==> src/rtl/fpu_pkg.sv <==
// Shared definitions for the FP ALU issue path: op codes, unit count and
// dispatcher state encoding.
package fpu_pkg;

   localparam int NUM_UNITS = 5;

   localparam logic [2:0] OP_ADD = 3'b000;
   localparam logic [2:0] OP_SUB = 3'b001;
   localparam logic [2:0] OP_MUL = 3'b010;
   localparam logic [2:0] OP_DIV = 3'b011;
   localparam logic [2:0] OP_CMP = 3'b100;

   typedef enum logic [1:0] {
      ST_IDLE  = 2'd0,
      ST_ISSUE = 2'd1,
      ST_WAIT  = 2'd2,
      ST_RESP  = 2'd3
   } disp_state_e;

   function automatic logic op_legal(input logic [2:0] op);
      return op <= OP_CMP;
   endfunction

   // One-hot unit mask for an op; all-zero for illegal codes.
   function automatic logic [NUM_UNITS-1:0] op_mask(input logic [2:0] op);
      logic [NUM_UNITS-1:0] m;
      m = '0;
      for (int i = 0; i < NUM_UNITS; i++) begin
         if (op == 3'(i)) m[i] = 1'b1;
      end
      return m;
   endfunction

endpackage

==> src/rtl/fpu_dispatch_watchdog.sv <==
// Unit-response watchdog: counts WAIT cycles and flags expiry on the
// TIMEOUT-th cycle without a response. Used only with FPU_DISPATCH_WATCHDOG_EN.
module fpu_dispatch_watchdog #(
   parameter int TIMEOUT = 64
) (
   input  logic clk,
   input  logic rst,
   input  logic clear_i,
   input  logic run_i,
   output logic expire_o
);

   localparam int CW = $clog2(TIMEOUT + 1);

   logic [CW-1:0] cnt_q;
   logic [CW-1:0] cnt_d;

   assign expire_o = run_i && (cnt_q == CW'(TIMEOUT - 1));

   always_comb begin
      cnt_d = cnt_q;
      if (clear_i) begin
         cnt_d = '0;
      end else if (run_i && !expire_o) begin
         cnt_d = cnt_q + CW'(1);
      end
   end

   always_ff @(posedge clk or posedge rst) begin
      if (rst) begin
         cnt_q <= '0;
      end else begin
         cnt_q <= cnt_d;
      end
   end

endmodule

==> src/rtl/fpu_dispatcher.sv <==
// Issue-side front end of the FP ALU: latches one request, strobes the selected
// unit, waits for its done and presents the op as result-select. Optional
// watchdog enabled by FPU_DISPATCH_WATCHDOG_EN.
//
// state    | meaning
// ---------+-------------------------------------------------------------
// ST_IDLE  | in_ready high, waiting for a request
// ST_ISSUE | start strobe to the selected unit is high this cycle
// ST_WAIT  | waiting on done of the selected unit only
// ST_RESP  | out_valid held until the consumer accepts
module fpu_dispatcher
   import fpu_pkg::*;
#(
   parameter int TIMEOUT = 64
) (
   input  logic        clk,
   input  logic        rst,
   input  logic        in_valid,
   output logic        in_ready,
   input  logic [2:0]  in_op,
   input  logic [31:0] in_a,
   input  logic [31:0] in_b,
   output logic [4:0]  u_start,
   output logic [31:0] u_a,
   output logic [31:0] u_b,
   input  logic [4:0]  u_done,
   output logic [2:0]  sel_op,
   output logic        out_valid,
   input  logic        out_ready,
   output logic        err
);

   if (TIMEOUT < 2) begin : g_bad_timeout
      $error("fpu_dispatcher: TIMEOUT must be at least 2");
   end

   disp_state_e state_q, state_d;

   logic [2:0]           op_q, op_d;
   logic [31:0]          a_q, a_d;
   logic [31:0]          b_q, b_d;
   logic [NUM_UNITS-1:0] start_q, start_d;
   logic                 in_ready_q, in_ready_d;
   logic                 out_valid_q, out_valid_d;
   logic                 err_q, err_d;

   logic done_sel;
   logic wd_expire;

   assign done_sel = |(u_done & op_mask(op_q));

`ifdef FPU_DISPATCH_WATCHDOG_EN
   fpu_dispatch_watchdog #(
      .TIMEOUT (TIMEOUT)
   ) u_watchdog (
      .clk      (clk),
      .rst      (rst),
      .clear_i  (state_q == ST_ISSUE),
      .run_i    (state_q == ST_WAIT),
      .expire_o (wd_expire)
   );
`else
   assign wd_expire = 1'b0;
`endif

   always_ff @(posedge clk or posedge rst) begin
      if (rst) begin
         state_q     <= ST_IDLE;
         op_q        <= '0;
         a_q         <= '0;
         b_q         <= '0;
         start_q     <= '0;
         in_ready_q  <= 1'b1;
         out_valid_q <= 1'b0;
         err_q       <= 1'b0;
      end else begin
         state_q     <= state_d;
         op_q        <= op_d;
         a_q         <= a_d;
         b_q         <= b_d;
         start_q     <= start_d;
         in_ready_q  <= in_ready_d;
         out_valid_q <= out_valid_d;
         err_q       <= err_d;
      end
   end

   always_comb begin
      state_d = state_q;
      case (state_q)
         ST_IDLE:  if (in_valid && op_legal(in_op)) state_d = ST_ISSUE;
         ST_ISSUE: state_d = ST_WAIT;
         ST_WAIT: begin
            // A done coinciding with watchdog expiry still completes the op.
            if (done_sel)       state_d = ST_RESP;
            else if (wd_expire) state_d = ST_IDLE;
         end
         ST_RESP:  if (out_ready) state_d = ST_IDLE;
         default:  state_d = ST_IDLE;
      endcase
   end

   always_comb begin
      op_d        = op_q;
      a_d         = a_q;
      b_d         = b_q;
      start_d     = '0;
      err_d       = 1'b0;
      in_ready_d  = (state_d == ST_IDLE);
      out_valid_d = (state_d == ST_RESP);
      if (state_q == ST_IDLE && in_valid) begin
         op_d = in_op;
         a_d  = in_a;
         b_d  = in_b;
         if (op_legal(in_op)) start_d = op_mask(in_op);
         else                 err_d   = 1'b1;
      end
      if (state_q == ST_WAIT && !done_sel && wd_expire) err_d = 1'b1;
   end

   assign in_ready  = in_ready_q;
   assign u_start   = start_q;
   assign u_a       = a_q;
   assign u_b       = b_q;
   assign sel_op    = op_q;
   assign out_valid = out_valid_q;
   assign err       = err_q;

endmodule

==> config.mk <==
export PLATFORM = sky130hd
export DESIGN_NAME = fpu_dispatcher
export DESIGN_NICKNAME = d
export VERILOG_FILES = /design/src/rtl/fpu_pkg.sv /design/src/rtl/fpu_dispatch_watchdog.sv /design/src/rtl/fpu_dispatcher.sv
export SDC_FILE = /design/constraint.sdc
export NUM_CORES = 1
export LEC_CHECK = 0
export BUFFER_PORTS_ARGS = -buffer_cell sky130_fd_sc_hd__buf_2
export CORE_UTILIZATION = 48
export CTS_BUF_LIST = sky130_fd_sc_hd__clkbuf_16
export DETAILED_ROUTE_END_ITERATION = 10
export PLACE_DENSITY = 0.87
export SYNTH_ARGS = -nofsm -noshare
export SYNTH_HDL_FRONTEND = slang
export SYNTH_HIERARCHICAL = 1
export SYNTH_SLANG_ARGS = --single-unit
==> constraint.sdc <==
create_clock -name clk -period 4.8 [get_ports clk]
set_clock_uncertainty 0.2 [all_clocks]
set_input_delay 0.48 -clock clk [delete_from_list [all_inputs] [get_ports clk]]
set_output_delay 0.48 -clock clk [all_outputs]
set_load 0.01 [all_outputs]
==> flow_summary.json <==
{
  "drc_errors": 0,
  "required_ns": 4.80,
  "gp_congestion": 0.695,
  "hold_path_class": "in -> async",
  "cts.root.buffer_cell": "clkbuf_16",
  "cts_sinks": 77,
  "totalPowerFinal_uw": 2660,
  "cts_max_level": 3,
  "worst-path-max-fanout": 41,
  "timing.rr.start": "state_q[1]",
  "grt_pass1_vias": 2087,
  "end_kind": "register",
  "die_width_um": 80.4,
  "syn_area_per_cell_sq_um": 16.2,
  "slowest_stage": "buf_4",
  "critPathLaunchType": "register",
  "cts_setup_buffers": 0,
  "fin_crit_sh_pct": 39.2,
  "top_layer_used": "met4",
  "status": "finished, final reports clean",
  "path_cells": "nor3b_4, buf_4, mux2_2",
  "ctsResizeCount": 0,
  "ir_worst_vdd_mv": 0.377,
  "clk_latency_ns": 0.32,
  "grt_pass1_wl_mm": 9.39,
  "grt_setup_unrepaired": "no",
  "max_freq_ghz": 0.531,
  "core_sq_um": 5920,
  "cts_buffers": 9,
  "vias_per_cell": 4.98,
  "arrival_ns": 1.88,
  "wl_mm": 6.10,
  "postRouteAntennaNets": 0,
  "ys_warn_count": 6,
  "fillers": 462,
  "drt_iter0_markers": 37,
  "portBuffers": 150,
  "ioPinCount": 151,
  "syn-num-nets": 258,
  "cts_buffer_depth": 2,
  "ff2ff_path_depth": 3,
  "route.met3.wl_um": 437,
  "synth_seq_cells": 77,
  "antenna_found_initial": 0,
  "grt_max_degree": 42,
  "final_common_cell": "buf_2",
  "area_delta_synth_final_pct": 35.8,
  "grt-ovfl-total": 0,
  "final_cell_mix": "buf_2, dfrtp_1, mux2_2, clkbuf_16, mux2_1",
  "start_util_pct": 49.9,
  "worst_slew_pin_slew_ns": 0.651,
  "reg2reg_setup_slack_ns": 2.92,
  "slew_headroom_pct": 56.5,
  "ctsHoldBuffers": 0,
  "ys_seq_area_share_pct": 65.3,
  "syn_inst": 182,
  "power-per-cell-area_nw_per_um2": 664,
  "multi_input_area_sq_um": 936,
  "drive_gt1_share_pct": 67.3,
  "p_leak_uw": 0.00201,
  "die_h_um": 80.4,
  "critical-path-max-stage-delay_ns": 0.46,
  "synth_cell_types": 21,
  "layout.nets": 414,
  "die_area_sq_um": 6470,
  "cts_tree": "yes",
  "wl_per_cell_um": 14.6,
  "vias": 2080,
  "setup_tns_ns": 0,
  "ff_latch_area_sq_um": 1930,
  "rows": 28,
  "setup_viol": 0,
  "synthesis.area_sq_um": 2950,
  "post-place-ws_ns": 2.83,
  "hold_viol_final": 0,
  "worstSetupPathType": "reg -> reg",
  "grt_use_total_pct": 19.6,
  "dr.pass1.iters": 4,
  "finalCriticalPeriod_ns": 1.88,
  "setup_ws_ns": 2.92,
  "clk_pin_slew_ns": 0.06,
  "drt-met1-wl_mm": 2.33,
  "hpwl_mm": 4.40,
  "maxSlewViolCount": 0,
  "r2r_end": "u_b[27]",
  "cap_violations": 0,
  "met2WireLength_mm": 3.18,
  "n_antenna_cell": 0
}
==> cell usage after synthesis <==
cell | n | area [sq um]
nand3_1 | 1 | 5.00
mux2_1 | 8 | 90.1
mux2_2 | 60 | 676
and4b_1 | 1 | 10.0
nand2_1 | 5 | 18.8
buf_6 | 7 | 78.8
dfrtp_1 | 76 | 1900
nor4b_1 | 2 | 17.5
nor2b_1 | 2 | 12.5
buf_4 | 1 | 7.51
nor3b_2 | 1 | 12.5
nor2_1 | 5 | 18.8
o21ai_0 | 2 | 10.0
a22oi_1 | 2 | 15.0
nor4_1 | 1 | 6.26
a21oi_1 | 1 | 5.00
inv_1 | 2 | 7.51
a21bo_1 | 1 | 10.0
a31oi_1 | 2 | 12.5
dfstp_2 | 1 | 26.3
nor3_2 | 1 | 10.0
==> per-stage QoR <==
stage | util (%) | instances | hold WS (ns) | area (sq um)
final | 67.7 | 418 | 0.0280 | 4010
after global routing | 67.7 | 418 | 0.0802 | 4010
after CTS | 67.7 | 418 | 0.0481 | 4010
after detailed placement | 63.2 | 402 | 0.274 | 3740
after global placement | 63.2 | 402 | 0.264 | 3740
after floorplan | - | 182 | 0.329 | 2950
==> critical path, delay by kind of cell (launching register included) <==
kind                   cells  cell delay, ns
multiplexers               1            0.41
flip-flops                 1            0.45
buffers and inverters      1            0.46
AND/OR/NAND/NOR            1            0.22
==> how the worst max path moves through the flow <==
| stage | from | endpoint | slack (ns) | cells after the start |
|---|---|---|---|---|
| 6_report | state_q[1] | u_b[27] | 2.92 | 3 |
| 5_1_grt | state_q[1] | u_b[6] | 2.83 | 3 |
| 4_1_cts | state_q[1] | u_b[27] | 2.89 | 3 |
| 3_5_place_dp | in_valid | u_b[24] | 2.83 | 4 |
| 3_3_place_gp | in_valid | u_b[22] | 2.88 | 4 |
| 2_1_floorplan | rst | err | 2.15 | 1 |
==> routing by layer <==
| metal | vias up | global-route usage (%) |
|---|---|---|
| li1 | 951 | - |
| met1 | 1016 | 21.6 |
| met2 | 100 | 34.0 |
| met3 | 13 | 5.68 |
| met4 | 0 | 10.0 |
| met5 | - | 0 |
==> registers in the layout (all words and copies together) (netlist names) <==
signal / count
sel_op: 3
u_b: 32
u_a: 32
out_valid: 1
u_start: 5
in_ready: 1
state_q: 2
err: 1
==> report_power, final <==
group / internal (uW) / switching (uW) / total [uW]
combinational: 506 / 440 / 947
clock: 346 / 250 / 595
sequential: 959 / 160 / 1120
total: 1810 / 850 / 2660
==> cell families after synthesis <==
logic type | Yosys count | synth area share (%)
AO/OA/AOI/OAI | 8 | 1.78
buffers and inverters | 10 | 3.18
flip-flops | 77 | 65.3
multiplexers | 68 | 25.9
AND/OR/NAND/NOR | 19 | 3.77
==> area by class of cell <==
cell class	instances	area share, %
clock buffer	9	5.62
clock inverter	7	1.09
inverter	2	0.218
multi-input combinational	95	23.3
sequential	77	48.1
tap	75	2.34
timing repair buffer	153	19.3
Power figures use the tool's default switching activity.
